===== config.mk =====
export PLATFORM = sky130hd
export DESIGN_NAME = ccd_frame_capture
export DESIGN_NICKNAME = d
export VERILOG_FILES = /design/src/rtl/ccd_frame_capture.sv
export SDC_FILE = /design/constraint.sdc
export NUM_CORES = 1
export LEC_CHECK = 0
export CORE_UTILIZATION = 54
export CTS_BUF_LIST = sky130_fd_sc_hd__clkbuf_4
export DETAILED_ROUTE_END_ITERATION = 7
export PLACE_DENSITY = 0.83
export SLEW_MARGIN = 10
export SYNTH_ARGS = -nofsm -noshare
export SYNTH_HDL_FRONTEND = slang
export SYNTH_SLANG_ARGS = --single-unit

===== constraint.sdc =====
create_clock -name iCLK -period 2.2 [get_ports iCLK]
set_input_delay 0.44 -clock iCLK [delete_from_list [all_inputs] [get_ports iCLK]]
set_output_delay 0.44 -clock iCLK [all_outputs]
set_load 0.01 [all_outputs]

===== src/rtl/ccd_frame_capture.sv =====
// rtl/ccd_frame_capture.sv - sensor front-end: frame gating, pixel strobe, X/Y coordinates, frame count
// Optional build macro: CCD_TEST_PATTERN_EN (iTEST=1 replaces pixel data with X^Y)
module ccd_frame_capture #(
  parameter int H_ACTIVE = 1280,
  parameter int V_ACTIVE = 1024,
  parameter int FRAME_W  = 32
) (
  input  logic               iCLK,
  input  logic               iRST,
  input  logic [9:0]         iDATA,
  input  logic               iFVAL,
  input  logic               iLVAL,
  input  logic               iSTART,
  input  logic               iEND,
  input  logic               iTEST,
  output logic [9:0]         oDATA,
  output logic               oDVAL,
  output logic [10:0]        oX_Cont,
  output logic [10:0]        oY_Cont,
  output logic [FRAME_W-1:0] oFrame_Cont,
  output logic               oBUSY
);

  localparam logic [10:0] X_LAST = 11'(H_ACTIVE - 1);
  localparam logic [10:0] Y_LAST = 11'(V_ACTIVE - 1);

  typedef enum logic [1:0] {IDLE, ARMED, CAPTURE, STOP_PEND} state_t;

  state_t      state, state_nxt;
  logic [9:0]  r_data;
  logic        r_fval, r_lval, r_fval_d;
  logic        rise, fall, cap, frame_done;
  logic [10:0] xn, yn;
  logic [9:0]  pix;

  assign rise = r_fval & ~r_fval_d;
  assign fall = ~r_fval & r_fval_d;

  // A pixel is taken while capturing, or on the very cycle the frame starts in ARMED
  assign cap = ((state == CAPTURE) || (state == STOP_PEND) || ((state == ARMED) && rise))
               && r_fval && r_lval;

`ifdef CCD_TEST_PATTERN_EN
  assign pix = iTEST ? (xn[9:0] ^ yn[9:0]) : r_data;
`else
  logic unused_test;
  assign unused_test = iTEST;
  assign pix = r_data;
`endif

  // Stage 1: register the sensor port and keep a delayed FVAL for edge detection
  always_ff @(posedge iCLK or negedge iRST) begin
    if (!iRST) begin
      r_data   <= '0;
      r_fval   <= 1'b0;
      r_lval   <= 1'b0;
      r_fval_d <= 1'b0;
    end else begin
      r_data   <= iDATA;
      r_fval   <= iFVAL;
      r_lval   <= iLVAL;
      r_fval_d <= r_fval;
    end
  end

  // State register, busy flag (from next state) and completed-frame counter
  always_ff @(posedge iCLK or negedge iRST) begin
    if (!iRST) begin
      state       <= IDLE;
      oBUSY       <= 1'b0;
      oFrame_Cont <= '0;
    end else begin
      state <= state_nxt;
      oBUSY <= (state_nxt == CAPTURE) || (state_nxt == STOP_PEND);
      if (frame_done) oFrame_Cont <= oFrame_Cont + FRAME_W'(1);
    end
  end

  // Next-state logic; stop wins over start, and a started frame always runs to its end
  always_comb begin
    state_nxt  = state;
    frame_done = 1'b0;
    case (state)
      IDLE: begin
        if (iSTART && !iEND) state_nxt = ARMED;
      end
      ARMED: begin
        if (iEND)      state_nxt = IDLE;
        else if (rise) state_nxt = CAPTURE;
      end
      CAPTURE: begin
        if (fall) begin
          frame_done = 1'b1;
          state_nxt  = iEND ? IDLE : ARMED;
        end else if (iEND) begin
          state_nxt = STOP_PEND;
        end
      end
      STOP_PEND: begin
        if (fall) begin
          frame_done = 1'b1;
          state_nxt  = IDLE;
        end else if (iSTART && !iEND) begin
          state_nxt = CAPTURE;
        end
      end
      default: state_nxt = IDLE;
    endcase
  end

  // Stage 2: output pixel, strobe and the coordinates of that pixel
  always_ff @(posedge iCLK or negedge iRST) begin
    if (!iRST) begin
      oDVAL   <= 1'b0;
      oDATA   <= '0;
      oX_Cont <= '0;
      oY_Cont <= '0;
    end else begin
      oDVAL <= cap;
      if (cap) begin
        oDATA   <= pix;
        oX_Cont <= xn;
        oY_Cont <= yn;
      end
    end
  end

  // Line-length driven position counters; only a frame end resynchronises them
  always_ff @(posedge iCLK or negedge iRST) begin
    if (!iRST) begin
      xn <= '0;
      yn <= '0;
    end else if (fall) begin
      xn <= '0;
      yn <= '0;
    end else if (cap) begin
      if (xn == X_LAST) begin
        xn <= '0;
        yn <= (yn == Y_LAST) ? 11'd0 : yn + 11'd1;
      end else begin
        xn <= xn + 11'd1;
      end
    end
  end

endmodule


Word level (Yosys, flattened, before mapping)
Index checks and enable logic that the tools add are counted.
- bits in registers: 103
- input port bits: 17
- output and inout bits: 66
- word-level logic and storage cells: 58
- mux-type cells: 18
- eq/ne operators: 7
- bitwise logic cells: 4
- reductions and logical operators: 13
- $add $sub $neg: 3
- operators with widths (cell ; number):
    11-bit two-way mux ; 7
    32-bit by 1-bit adder with 32-bit output, second input constant ; 1
    11-bit by 1-bit adder with 11-bit output, second input constant ; 2
    2-bit two-way mux ; 7
    11-bit by 10-bit equality test with 1-bit output, second input constant ; 1
    11-bit equality test, second input constant ; 1
    2-bit equality test, second input constant ; 4
    2-bit one-hot mux with 4 select lines ; 1
    1-bit logical AND ; 4
    2-bit nonzero test ; 2
    1-bit logical OR ; 3
    1-bit two-way mux ; 3
    1-bit AND ; 2
    2-bit by 1-bit equality test with 1-bit output, second input constant ; 1
    2-bit logical NOT ; 1
    1-bit inverter ; 2
    2-bit AND reduction ; 1
    2-bit OR reduction ; 1
    1-bit logical NOT ; 1

Longest topological paths before layout
- word-level depth: 8
- mapped depth: 7
- gate-level depth less buffers: 6

Worst setup path after synthesis
No wires, ideal clock.
- kind: flip-flop to flip-flop
- start point: register oFrame_Cont[17]
- end point: register oFrame_Cont[25]
- path buffers: 0
- library setup time: 0.079 ns
- stages on the path, launching flop included: 6
- arrival time: 1.664 ns
- clock period less this slack: 1.744 ns
- slack: 0.456 ns
- cells stage by stage: dfrtp_1 and4_4 nand4_4 or4_4 nor2_1 xor2_1
- cells in the longest elaborated chain, start to end: 1
- ends and longest elaborated chain (element ; line ; RTL):
    start: declaration ; 20 ; output logic [FRAME_W-1:0] oFrame_Cont,
    start signal: assignment ; 75 ; if (frame_done) oFrame_Cont <= oFrame_Cont + FRAME_W'(1);
    32-bit by 1-bit adder with 32-bit output ; 75 ;
No other way between the ends.
A chain may end at the register's enable or synchronous reset.

Final worst setup path
- start point: register xn[0]
- end point: register yn[3]
- cells in the longest elaborated chain, start to end: 3
- ends and longest elaborated chain (element ; line ; RTL):
    start: declaration ; 33 ; logic [10:0] xn, yn;
    start signal: assignment ; 141 ; xn <= xn + 11'd1;
    11-bit equality test ; 137 ; if (xn == X_LAST) begin
    2-bit nonzero test (no source line) ; n/a ;
    2-bit AND reduction (no source line) ; n/a ;
    end signal: assignment ; 139 ; yn <= (yn == Y_LAST) ? 11'd0 : yn + 11'd1;
    end: declaration ; 33 ;
No other way between the ends.

==> impl_metrics.tcl <==
set metrics [dict create \
    status "finished, violations left" \
    violations "negative hold slack" \
    root_buffer "clkbuf_4" \
    dieHeight_um 91.3 \
    insertion_delay_ns 0.45 \
    clk_pin_slew_ns 0.16 \
    ant_nets 0 \
    tritoncts "yes" \
    cp-startpoint "xn[0]" \
    wirelength_um 8660 \
    synth.top_cell.area_share 0.599 \
    drc 0 \
    placedCellCount 587 \
    ys_seq_area_frac 0.599 \
    path_cells "ha_1 > nand2_1 > nor2_4 > nand4b_1 > or4_1 > o21ai_0" \
    cts.repair.resized 0 \
    required_ns 2.57 \
    yosys.area.top_type "dfrtp_1" \
    synth_nets 431 \
    ir_drop_uv 494 \
    crit_path_end_kind "flop" \
    postCtsSetupRepairBufs 0 \
    netlist_area_um2 4300 \
    power_mw 3.61 \
    grt_use_total 0.227 \
    crit_type "reg -> reg" \
    cts_buffers 9 \
    placed_area_um2 5240 \
    p_per_area_nw_per_um2 674 \
    worst_slew_pin_slew_ns 0.561 \
    place_hpwl_um 5850 \
    critical_path_arrival_ns 2.40 \
    yosys-top-cells-area "dfrtp_1 60%, nand2_1 10%, xnor2_1 4.1%" \
    cp_slowest_cell "or4_1" \
    fin_crit_ns 2.03 \
    finish.utilization 0.694 \
    instances_no_fill 603 \
    ctsHoldBuffers 0 \
    globalplace.congestion 0.858 \
    timing.fmax_ghz 0.493 \
    drive_above_1_share 0.0679 \
    post-synth-top-count-cell "nand2_1" \
    synth_edf_count 0 \
    overflow 0 \
    rows 32 \
    setup_tns_ns 0 \
    netlist_instances 411 \
    fin_skew_ns 0.0178 \
    critPathMaxFanout 9 \
    cts_sinks 103 \
    drtIter0Drc 183 \
    min_path_type "in -> async" \
    initial_core_util 0.557 \
    antenna_found_initial 0 \
    start_kind "flop" \
    async_flop_share 1.00 \
    synth_warnings 0 \
    ys_types 45 \
    rsz0062_at_grt "false" \
    fin_area_um2 5360 \
    grt_pass1_vias 3235 \
    syn_area_per_cell_um2 10.5 \
    grt_pass1_wl_um 15000 \
    setup_viol 0 \
    viasPerCell 5.45 \
    diodes 0 \
    core-area_um2 7730 \
    grt_max_degree 104 \
    clockBufferDepth 2 \
    nNetsFinal 516 \
    hold-worst-slack_ns -0.0328 \
    r2r-start "xn[0]" \
    io_pins 83 \
    h-tree-depth 3 \
    hold_viol_final 12 \
    synthTopCellsByCount "117 x nand2_1, 103 x dfrtp_1, 24 x nand3_1" \
    ys_seq_elements 103 \
    wl_per_cell_um 14.4 \
    dr_total_vias 3286 \
    period_share 0.922 \
    die_x_um 91.3 \
    cap_violations 0 \
    syn2layout_area_growth_pct 24.7 \
    slew_headroom 0.626 \
    buffer_ports.inserted 81 \
    dr.pass1.iters 4 \
    slew_viol_final 0 \
    dieArea_um2 8330 \
    synth_flop_cell "dfrtp_1" \
    cpPeakStageDelay_ns 0.52 \
    fillCellCount 564 \
    leakagePower_nw 2.49 \
]
## logic make-up after synthesis
kind of cell               after synthesis  share of synthesized area
and+or+nand+nor                        211                      0.236
DFF                                    103                      0.599
muxes                                    2                    0.00494
buffers and inverters                   18                     0.0172
adders and majority gates                3                    0.00873
AOI/OAI and AO/OA                       34                     0.0526
xor gates and xnor gates                40                     0.0814
## power by group
| group | switching (mW) | leakage (nW) | internal (mW) |
|---|---|---|---|
| Clock | 0.647 | 0.0633 | 0.245 |
| Sequential | 0.110 | 1.39 | 2.04 |
| Combinational | 0.266 | 1.04 | 0.310 |
## area by class of cell
| class | count | area [um2] | share of cell area |
|---|---|---|---|
| clock buffers | 9 | 67.6 | 0.0126 |
| clock inverters | 7 | 55.1 | 0.0103 |
| inverters | 5 | 18.8 | 0.00350 |
| multi-input cells | 290 | 1650 | 0.308 |
| flip-flops and latches | 103 | 2580 | 0.481 |
| well taps | 102 | 128 | 0.0238 |
| repair buffers | 87 | 866 | 0.161 |
## metal layers
layer,share of wire,track usage
met5,0,0
met4,0.025,0.102
met3,0.049,0.0352
met2,0.49,0.378
met1,0.43,0.295
## metrics by stage
step	worst slack (ns)	hold slack, ns
4_1_cts	0.207	0.0331
5_1_grt	0.0586	0.0420
2_1_floorplan	0.456	0.144
3_3_place_gp	0.326	0.418
3_5_place_dp	0.266	0.427
6_report	0.172	-0.0328
## cells in the final DEF (no fill, tap or decap), drive strengths merged, types with 2 or more instances in the layout
cell           instances
a21oi                  8
a32o                   3
and3                   7
and4                   3
buf                    7
clkbuf                 9
clkdlybuf4s50         80
clkinv                 2
clkinvlp               2
dfrtp                103
ha                     3
inv                    8
nand2                117
nand3                 26
nand4                 12
nand4b                 2
nor2                  26
nor2b                  4
nor3                   3
nor4                   2
o2111ai                4
o21ai                 11
o31ai                  2
or3                    2
or4                    5
xnor2                 20
xor2                  20
## worst max-delay path: cells and delay by family, from the launching register on
kind | cells | cell delay, ns
simple gates | 4 | 1.17
fa+ha+maj | 1 | 0.22
flops | 1 | 0.47
compound gates | 1 | 0.08
## flip-flops by register name, summed over array words and instances, names as in the netlist
| name | flops |
|---|---|
| r_fval_d | 1 |
| oDVAL | 1 |
| r_lval | 1 |
| oDATA | 10 |
| r_fval | 1 |
| state | 2 |
| pix | 10 |
| oY_Cont | 11 |
| oBUSY | 1 |
| xn | 11 |
| oFrame_Cont | 32 |
| yn | 11 |
| oX_Cont | 11 |
## final timing paths
| path | to | slack (ns) | depth (start not counted) |
|---|---|---|---|
| max | yn[3] | 0.17 | 6 |
| min | oDATA[6] | -0.03 | 2 |
| max reg2reg | yn[3] | 0.17 | 6 |
| min reg2reg | oDATA[7] | 0.46 | 2 |
| max in group asynchronous | oDATA[1] | 1.76 | 2 |
| min in group iCLK | pix[7] | 0.40 | 1 |
No activity file was read; power rests on OpenSTA's default activity.
